<file path="src/rtl/z80_bus_ctrl_if.sv">
// Bus-side signal bundle between the pad ring, the z80 core wrapper and the
// pad bus controller. The controller (master) consumes the raw pad inputs,
// the core's /BUSAK and data-write enable, and drives the synchronised core
// inputs, the core reset and all pad output-enable-bar signals.
interface z80_bus_ctrl_if;
  // Raw asynchronous Z80 control inputs from the pads
  logic pad_wait_n;
  logic pad_int_n;
  logic pad_nmi_n;
  logic pad_busrq_n;

  // Signals from the core, on the controller's clock
  logic core_busak_n;
  logic core_doe;

  // Signals towards the core
  logic core_reset_n;
  logic core_wait_n;
  logic core_int_n;
  logic core_nmi_n;
  logic core_busrq_n;

  // Pad output-enable-bar (1 = float) and status
  logic addr_oeb;
  logic ctrl_oeb;
  logic stat_oeb;
  logic data_oeb;
  logic bus_float;

  // Controller side
  modport master (
    input  pad_wait_n, pad_int_n, pad_nmi_n, pad_busrq_n,
    input  core_busak_n, core_doe,
    output core_reset_n, core_wait_n, core_int_n, core_nmi_n, core_busrq_n,
    output addr_oeb, ctrl_oeb, stat_oeb, data_oeb, bus_float
  );

  // Pad ring / core side
  modport slave (
    output pad_wait_n, pad_int_n, pad_nmi_n, pad_busrq_n,
    output core_busak_n, core_doe,
    input  core_reset_n, core_wait_n, core_int_n, core_nmi_n, core_busrq_n,
    input  addr_oeb, ctrl_oeb, stat_oeb, data_oeb, bus_float
  );
endinterface

</file>
<file path="src/rtl/z80_bus_ctrl.sv">
// Pad-side bus controller for the z80 core wrapper.
// - Synchronises /WAIT, /INT, /NMI and /BUSRQ from the pads.
// - Stretches the core reset for RST_HOLD cycles and releases it synchronously.
// - Floats address/control pads during reset and bus grant, with a
//   TURN_CYCLES dead time before the pads are driven again after /BUSAK
//   releases. Status pads float only while the core is held in reset.
module z80_bus_ctrl #(
  parameter int SYNC_STAGES = 2,
  parameter int RST_HOLD    = 4,
  parameter int TURN_CYCLES = 1
) (
  input  logic           wb_clk_i,
  input  logic           rst_n,
  z80_bus_ctrl_if.master bus
);

  // Counter sized to hold the larger of the two terminal counts
  localparam int CNT_MAX = (RST_HOLD > TURN_CYCLES) ? RST_HOLD : TURN_CYCLES;
  localparam int CNT_W   = $clog2(CNT_MAX + 1);

  localparam logic [CNT_W-1:0] HOLD_LAST = CNT_W'(RST_HOLD - 1);
  localparam logic [CNT_W-1:0] TURN_LAST = CNT_W'((TURN_CYCLES > 0) ? (TURN_CYCLES - 1) : 0);
  localparam logic [CNT_W-1:0] CNT_SAT   = {CNT_W{1'b1}};

  typedef enum logic [1:0] {
    HOLD  = 2'd0,
    DRIVE = 2'd1,
    FLOAT = 2'd2,
    TURN  = 2'd3
  } state_t;

  state_t                          state_q, state_d;
  logic [CNT_W-1:0]                cnt_q, cnt_d;
  logic [CNT_W-1:0]                cnt_inc;

  // One synchroniser chain per pad input: [0]=wait [1]=int [2]=nmi [3]=busrq
  logic [3:0]                      pad_in;
  logic [3:0][SYNC_STAGES-1:0]     sync_q, sync_d;

  logic                            core_reset_n_q, core_reset_n_d;
  logic                            float_q, float_d;
  logic                            stat_oeb_q, stat_oeb_d;

  assign pad_in = {bus.pad_busrq_n, bus.pad_nmi_n, bus.pad_int_n, bus.pad_wait_n};

  // Shift each pad input one stage further down its synchroniser chain
  always_comb begin
    sync_d = sync_q;
    for (int i = 0; i < 4; i++) begin
      sync_d[i] = {sync_q[i][SYNC_STAGES-2:0], pad_in[i]};
    end
  end

  // Counter never wraps: it parks at all-ones if ever left running
  assign cnt_inc = (cnt_q == CNT_SAT) ? cnt_q : (cnt_q + CNT_W'(1));

  // Next-state, counter and registered-output decode for the pad FSM
  always_comb begin
    state_d = state_q;
    cnt_d   = '0;

    case (state_q)
      HOLD: begin
        cnt_d = cnt_inc;
        if (cnt_q == HOLD_LAST) begin
          state_d = DRIVE;
        end
      end

      DRIVE: begin
        if (!bus.core_busak_n) begin
          state_d = FLOAT;
        end
      end

      FLOAT: begin
        if (bus.core_busak_n) begin
          state_d = (TURN_CYCLES > 0) ? TURN : DRIVE;
        end
      end

      TURN: begin
        cnt_d = cnt_inc;
        // A fresh bus grant always wins over the dead-time count
        if (!bus.core_busak_n) begin
          state_d = FLOAT;
        end else if (cnt_q == TURN_LAST) begin
          state_d = DRIVE;
        end
      end

      default: begin
        state_d = HOLD;
      end
    endcase

    // Every state is entered with a clean count
    if (state_d != state_q) begin
      cnt_d = '0;
    end

    // Registered outputs follow the state being entered, so they change on
    // the same edge as the state itself. Core reset is only ever asserted by
    // rst_n; once the FSM has left HOLD it stays released.
    core_reset_n_d = (state_d != HOLD);
    float_d        = (state_d != DRIVE);
    stat_oeb_d     = (state_d == HOLD);
  end

  // State, counter, synchroniser and output registers
  always_ff @(posedge wb_clk_i or negedge rst_n) begin
    if (!rst_n) begin
      state_q        <= HOLD;
      cnt_q          <= '0;
      sync_q         <= '1;
      core_reset_n_q <= 1'b0;
      float_q        <= 1'b1;
      stat_oeb_q     <= 1'b1;
    end else begin
      state_q        <= state_d;
      cnt_q          <= cnt_d;
      sync_q         <= sync_d;
      core_reset_n_q <= core_reset_n_d;
      float_q        <= float_d;
      stat_oeb_q     <= stat_oeb_d;
    end
  end

  assign bus.core_wait_n  = sync_q[0][SYNC_STAGES-1];
  assign bus.core_int_n   = sync_q[1][SYNC_STAGES-1];
  assign bus.core_nmi_n   = sync_q[2][SYNC_STAGES-1];
  assign bus.core_busrq_n = sync_q[3][SYNC_STAGES-1];

  assign bus.core_reset_n = core_reset_n_q;
  assign bus.addr_oeb     = float_q;
  assign bus.ctrl_oeb     = float_q;
  assign bus.bus_float    = float_q;
  assign bus.stat_oeb     = stat_oeb_q;

  // Data pads turn around combinationally with the core's write enable,
  // but only while the bus is actually being driven
  assign bus.data_oeb     = ~(bus.core_doe & ~float_q);

endmodule

</file>
<file path="src/flat_wrapper.sv">
// flat-port wrapper written by rule: the top's interface ports become plain ports
module z80_bus_ctrl_flat 
#(
  parameter int SYNC_STAGES = 2,
  parameter int RST_HOLD    = 4,
  parameter int TURN_CYCLES = 1
)
  (wb_clk_i, rst_n, bus_pad_wait_n, bus_pad_int_n, bus_pad_nmi_n, bus_pad_busrq_n, bus_core_busak_n, bus_core_doe, bus_core_reset_n, bus_core_wait_n, bus_core_int_n, bus_core_nmi_n, bus_core_busrq_n, bus_addr_oeb, bus_ctrl_oeb, bus_stat_oeb, bus_data_oeb, bus_bus_float);
  z80_bus_ctrl_if bus_i ();
  input  logic wb_clk_i;
  input  logic rst_n;
  input wire logic [$bits(bus_i.pad_wait_n)-1:0] bus_pad_wait_n;
  input wire logic [$bits(bus_i.pad_int_n)-1:0] bus_pad_int_n;
  input wire logic [$bits(bus_i.pad_nmi_n)-1:0] bus_pad_nmi_n;
  input wire logic [$bits(bus_i.pad_busrq_n)-1:0] bus_pad_busrq_n;
  input wire logic [$bits(bus_i.core_busak_n)-1:0] bus_core_busak_n;
  input wire logic [$bits(bus_i.core_doe)-1:0] bus_core_doe;
  output wire logic [$bits(bus_i.core_reset_n)-1:0] bus_core_reset_n;
  output wire logic [$bits(bus_i.core_wait_n)-1:0] bus_core_wait_n;
  output wire logic [$bits(bus_i.core_int_n)-1:0] bus_core_int_n;
  output wire logic [$bits(bus_i.core_nmi_n)-1:0] bus_core_nmi_n;
  output wire logic [$bits(bus_i.core_busrq_n)-1:0] bus_core_busrq_n;
  output wire logic [$bits(bus_i.addr_oeb)-1:0] bus_addr_oeb;
  output wire logic [$bits(bus_i.ctrl_oeb)-1:0] bus_ctrl_oeb;
  output wire logic [$bits(bus_i.stat_oeb)-1:0] bus_stat_oeb;
  output wire logic [$bits(bus_i.data_oeb)-1:0] bus_data_oeb;
  output wire logic [$bits(bus_i.bus_float)-1:0] bus_bus_float;
  assign bus_i.pad_wait_n = bus_pad_wait_n;
  assign bus_i.pad_int_n = bus_pad_int_n;
  assign bus_i.pad_nmi_n = bus_pad_nmi_n;
  assign bus_i.pad_busrq_n = bus_pad_busrq_n;
  assign bus_i.core_busak_n = bus_core_busak_n;
  assign bus_i.core_doe = bus_core_doe;
  assign bus_core_reset_n = bus_i.core_reset_n;
  assign bus_core_wait_n = bus_i.core_wait_n;
  assign bus_core_int_n = bus_i.core_int_n;
  assign bus_core_nmi_n = bus_i.core_nmi_n;
  assign bus_core_busrq_n = bus_i.core_busrq_n;
  assign bus_addr_oeb = bus_i.addr_oeb;
  assign bus_ctrl_oeb = bus_i.ctrl_oeb;
  assign bus_stat_oeb = bus_i.stat_oeb;
  assign bus_data_oeb = bus_i.data_oeb;
  assign bus_bus_float = bus_i.bus_float;
  z80_bus_ctrl #(.SYNC_STAGES(SYNC_STAGES), .RST_HOLD(RST_HOLD), .TURN_CYCLES(TURN_CYCLES)) u_core (.wb_clk_i(wb_clk_i), .rst_n(rst_n), .bus(bus_i));
endmodule
</file>
<file path="config.mk">
export PLATFORM = sky130hd
export DESIGN_NAME = z80_bus_ctrl_flat
export DESIGN_NICKNAME = d
export VERILOG_FILES = /design/src/rtl/z80_bus_ctrl_if.sv /design/src/rtl/z80_bus_ctrl.sv /design/src/flat_wrapper.sv
export SDC_FILE = /design/constraint.sdc
export NUM_CORES = 1
export LEC_CHECK = 0
export BUFFER_PORTS_ARGS = -buffer_cell sky130_fd_sc_hd__buf_2
export CAP_MARGIN = 20
export CELL_PAD_IN_SITES_DETAIL_PLACEMENT = 1
export CELL_PAD_IN_SITES_GLOBAL_PLACEMENT = 2
export CORE_ASPECT_RATIO = 0.9
export CORE_UTILIZATION = 33
export CTS_CLUSTER_SIZE = 8
export DETAILED_ROUTE_END_ITERATION = 16
export GPL_TIMING_DRIVEN = 0
export HOLD_SLACK_MARGIN = 0.06
export PLACE_DENSITY = 0.76
export SLEW_MARGIN = 25
export SYNTH_ARGS = -nofsm -noshare
export SYNTH_HDL_FRONTEND = slang
export SYNTH_SLANG_ARGS = --single-unit
</file>
<file path="constraint.sdc">
create_clock -name wb_clk_i -period 1.9 [get_ports wb_clk_i]
set_clock_uncertainty 0.05 [all_clocks]
set_input_delay 0.57 -clock wb_clk_i [delete_from_list [all_inputs] [get_ports wb_clk_i]]
set_output_delay 0.57 -clock wb_clk_i [all_outputs]
set_load 0.02 [all_outputs]
</file>
# [Word level (Yosys, flattened, before mapping)]
# Cells that the tools add are included.
[word_totals] ff_bits=16 in_bits=8 out_inout_bits=10
[classes] n_mux=9 bitwise_logic=3 eq_ne=8 n_reduce_logical=5 addsub=1
[ops] op="2-bit 2-to-1 mux" count=5
[ops] op="3-bit 2-to-1 mux" count=3
[ops] op="2-bit one-hot mux with 4 select lines" count=1
[ops] op="2-bit == test (second input constant)" count=2
[ops] op="2-bit logical NOT" count=2
[ops] op="3-bit by 1-bit adder with 3-bit output (second input constant)" count=1
[ops] op="3-bit by 2-bit == test with 1-bit output (second input constant)" count=1
[ops] op="3-bit == test (second input constant)" count=1
[ops] op="3-bit logical NOT" count=1
[ops] op="3-bit inequality test (second input constant)" count=1
[ops] op="2-bit by 1-bit == test with 1-bit output (second input constant)" count=1
[ops] op="2-bit by 1-bit inequality test with 1-bit output (second input constant)" count=1
[ops] op="2-bit inequality test" count=1
[ops] op="1-bit NOT" count=2
[ops] op="2-bit nonzero test" count=1
[ops] op="2-bit OR reduction" count=1
[ops] op="1-bit bitwise AND" count=1

# [Depth between registers and ports, before layout]
[depth] word_depth=6 mapped_depth=6 depth_no_buf=6

# [Worst setup path after synthesis]
# No wires, ideal clock.
[synth_timing] kind="reg2reg" startpoint="reg u_core.state_q[1]" endpoint="reg u_core.core_reset_n_q (netlist: u_core.bus.core_reset_n)" arrival_time_ns=1.423 path_buffers=0 stages_incl_launch_ff=7 slack_ns=0.303 setup_time_ns=0.124 period_less_slack_ns=1.597 cell_sequence="dfrtp_1 inv_1 ha_1 nor4bb_2 a211o_1 a21boi_2 or2_1"
[synth_via] elab_chain_cells=4 elab_cells_between_ends=11
[synth_rtl] element="from (decl)" line="z80_bus_ctrl.sv:32" source="state_t state_q, state_d;"
[synth_rtl] element="from (signal assigned)" line="z80_bus_ctrl.sv:120" source="state_q <= state_d;"
[synth_rtl] element="2-bit 2-to-1 mux" line="z80_bus_ctrl.sv:87" source="end else if (cnt_q == TURN_LAST) begin"
[synth_rtl] element="2-bit 2-to-1 mux" line="z80_bus_ctrl.sv:85" source="if (!bus.core_busak_n) begin"
[synth_rtl] element="2-bit one-hot mux with 4 select lines (*)" line="z80_bus_ctrl.sv:62" source="case (state_q)"
[synth_rtl] element="via u_core.state_d[1]" line="z80_bus_ctrl.sv:32"
[synth_rtl] element="2-bit nonzero test (*)" line="z80_bus_ctrl.sv:105" source="core_reset_n_d = (state_d != HOLD);"
[synth_rtl] element="via u_core.core_reset_n_d" line="z80_bus_ctrl.sv:40" source="logic core_reset_n_q, core_reset_n_d;"
[synth_rtl] element="to (signal assigned)" line="z80_bus_ctrl.sv:123" source="core_reset_n_q <= core_reset_n_d;"
[synth_rtl] element="to (decl)" line="z80_bus_ctrl.sv:40"
# The timed path passes the listed nets; every way through them passes the cells marked *.
# A chain may end at the register's enable or synchronous reset.

# [Worst setup path after layout]
[layout_timing] startpoint="reg u_core.state_q[0]" endpoint="reg u_core.core_reset_n_q (netlist: u_core.bus.core_reset_n)"
# The elaborated chain is that of the path after synthesis.

==> results.sh <==
export IMPL_fin_util_pct=42.6
export IMPL_wl_per_cell_microns=13.1
export IMPL_cts_setup_buffers=0
export IMPL_regToRegSetupSlack_ns=0.15
export IMPL_place_area_sq_um=895
export IMPL_p_switching_uw=565
export IMPL_start_kind="flop"
export IMPL_clock_latency_ns=0.28
export IMPL_r2r_end="u_core.bus.core_reset_n"
export IMPL_cts_sinks=16
export IMPL_synth_nets=80
export IMPL_grt_max_degree=17
export IMPL_synthTopCellsByArea="dfstp_2 34%, dfrtp_1 19%, ha_1 13%"
export IMPL_crit_family="flip-flops"
export IMPL_finalInstanceArea_sq_um=937
export IMPL_max_freq_mhz=571
export IMPL_r2r_cells=6
export IMPL_fin_cells=112
export IMPL_drtIter0Drc=1
export IMPL_status="completed"
export IMPL_setup_slack_ns=0.149
export IMPL_critPathMaxStageDelay_ns=0.46
export IMPL_numCtsBuffers=3
export IMPL_leakage_nw=0.431
export IMPL_route_vias_total=552
export IMPL_power_density_mw_per_mm2=1490
export IMPL_pin_count=18
export IMPL_grt_pass1_vias=489
export IMPL_cts_resized=0
export IMPL_swShare_pct=40.5
export IMPL_rows=16
export IMPL_path_class="flop to flop"
export IMPL_report_final_slew_viol_count=0
export IMPL_fin_tns_setup_ns=0
export IMPL_cp_max_fo=7
export IMPL_slew_headroom_pct=74.9
export IMPL_finalCritPeriodShare_pct=92.2
export IMPL_place_hpwl_mm=1.19
export IMPL_cap_viol_max_count=0
export IMPL_grt_first_pass_wirelength_mm=2.21
export IMPL_fp_dieW_microns=53.1
export IMPL_drive_above_1_share_pct=48.2
export IMPL_clk_pin_slew_ns=0.09
export IMPL_hold_buffers=0
export IMPL_grt_ovfl_total=0
export IMPL_tightest_slew_ns=0.375
export IMPL_gp_congestion=0.793
export IMPL_diodes=0
export IMPL_die_y_microns=48.0
export IMPL_rsz0062_at_grt="no"
export IMPL_critPathBufInv=1
export IMPL_power_total_mw=1.39
export IMPL_yosysUniqueCellTypes=27
export IMPL_endpoint_kind="flop"
export IMPL_vias_per_cell=4.93
export IMPL_intPower_uw=829
export IMPL_ys_seq_elements=16
export IMPL_synth_seq_area_share_pct=53.2
export IMPL_setup_viol=0
export IMPL_cts_tree="yes"
export IMPL_io_buffers=17
export IMPL_drc=0
export IMPL_nets=102
export IMPL_fillers=261
export IMPL_firstDrtPassIters=4
export IMPL_yosysWarnings=0
export IMPL_syn2layout_area_growth_pct=20.8
export IMPL_timing_hold_ws_ns=0.126
export IMPL_hold_path_class="primary input to asynchronous set/reset pin"
export IMPL_clkPwrFrac_pct=15.7
export IMPL_slowest_stage="dfrtp_1"
export IMPL_routed_wl_mm=1.47
export IMPL_yosys_area_top_type_share_pct=33.9
export IMPL_cts_root_buffer="clkbuf_4"
export IMPL_pre_cts_slack_ns=0.0474
export IMPL_syn_area_per_cell_sq_um=12.1
export IMPL_dieArea_sq_mm=0.00255
export IMPL_p_seq_share_pct=36.6
export IMPL_hold_viol_final=0
export IMPL_worstPathRequired_ns=2.02
export IMPL_ant_nets=0
export IMPL_placed_cells=108
export IMPL_track_usage_pct=12.7
export IMPL_coreArea_sq_mm=0.00220
export IMPL_cts_buffer_depth=2
export IMPL_ir_worst_vdd_v=0.000910
export IMPL_synth_largest_area_cell="dfstp_2"
export IMPL_htree_levels=1
export IMPL_combinationalPowerShare_pct=47.7
export IMPL_antenna_found_initial=0
export IMPL_rr_startpoint="u_core.state_q[0]"
export IMPL_syn_inst=64
export IMPL_syn_cell_area_sq_um=776
export IMPL_start_util_pct=35.2
export IMPL_arrival_ns=1.87
export IMPL_cp_cell_sequence="inv_1, ha_2, nor2b_2, a211oi_1, a21oi_2, or2_1"
export IMPL_period_needed_ns=1.75
==> kinds of logic after synthesis <==
| group | count (synthesis) | synth area share [%] |
|---|---|---|
| AND/OR/NAND/NOR | 18 | 14.0 |
| flip-flops | 16 | 53.2 |
| AO/OA/AOI/OAI | 13 | 13.1 |
| adder cells (fa/ha/maj) | 8 | 12.9 |
| XOR/XNOR | 1 | 1.13 |
| buffers and inverters | 7 | 4.35 |
| multiplexers | 1 | 1.29 |
==> state kept, by name, indices dropped and copies added, names as in the netlist <==
register	cells
u_core.bus.core_reset_n	1
u_core.bus.core_wait_n	1
u_core.bus.stat_oeb	1
u_core.bus.addr_oeb	1
u_core.state_q	2
u_core.bus.core_busrq_n	1
u_core.bus.core_nmi_n	1
u_core.sync_d	4
u_core.cnt_q	3
u_core.bus.core_int_n	1
==> power by group through the flow <==
stage               logic (mW)  registers [mW]  clock network, mW
CTS                      0.662           0.511              0.226
detailed placement       0.659           0.517                  0
finish                   0.665           0.510              0.219
global placement         0.633           0.510                  0
global route             0.744           0.526              0.239
floorplan                0.447           0.537                  0
==> cells in the mapped netlist (all sizes together) <==
master / number
nand4b: 1
inv: 5
nor4bb: 1
or2: 1
nand3: 2
ha: 8
dfstp: 10
nor2b: 1
and3b: 1
mux2i: 1
o21ai: 3
o21ba: 1
buf: 2
nand2b: 2
o21bai: 1
nor2: 5
nand2: 1
a21oi: 2
o211ai: 3
xor2: 1
nor3: 3
dfrtp: 6
a21boi: 1
a211oi: 1
a211o: 1
==> layer usage <==
| layer | routed length, microns | up-vias | GRT usage (%) |
|---|---|---|---|
| li1 | - | 260 | - |
| met1 | 618 | 279 | 15.6 |
| met2 | 788 | 13 | 22.0 |
| met3 | 65 | 0 | 5.71 |
| met4 | 0 | 0 | 0 |
| met5 | 0 | - | 0 |
==> worst max path at each step <==
stage | cells after the start | slack [ns] | start | end
floorplan | 6 | 0.30 | u_core.state_q[1] | u_core.bus.core_reset_n
global placement | 6 | 0.09 | u_core.state_q[0] | u_core.cnt_q[1]
detailed placement | 6 | 0.05 | u_core.state_q[0] | u_core.cnt_q[0]
CTS | 6 | 0.04 | u_core.state_q[0] | u_core.cnt_q[0]
global route | 6 | 0.03 | u_core.state_q[0] | u_core.bus.core_reset_n
finish | 6 | 0.15 | u_core.state_q[0] | u_core.bus.core_reset_n
==> layout by cell type (no fill, tap or decap), types with 3 or more instances in the layout <==
cell / count
buf_2: 17
clkbuf_4: 3
dfrtp_1: 5
dfstp_2: 10
ha_1: 7
inv_1: 5
nor2_1: 4
nor3_1: 3
o21ai_0: 3
==> layout make-up <==
cell class | count | area [sq um] | share of cell area [%]
Sequential cell | 16 | 414 | 44.2
Multi-Input combinational cell | 41 | 334 | 35.6
Timing Repair Buffer | 17 | 85.1 | 9.08
Clock buffer | 4 | 36.3 | 3.87
Tap cell | 27 | 33.8 | 3.60
Inverter | 5 | 18.8 | 2.00
Buffer | 2 | 15.0 | 1.60
Note: power is estimated with default switching activity, not from simulation.
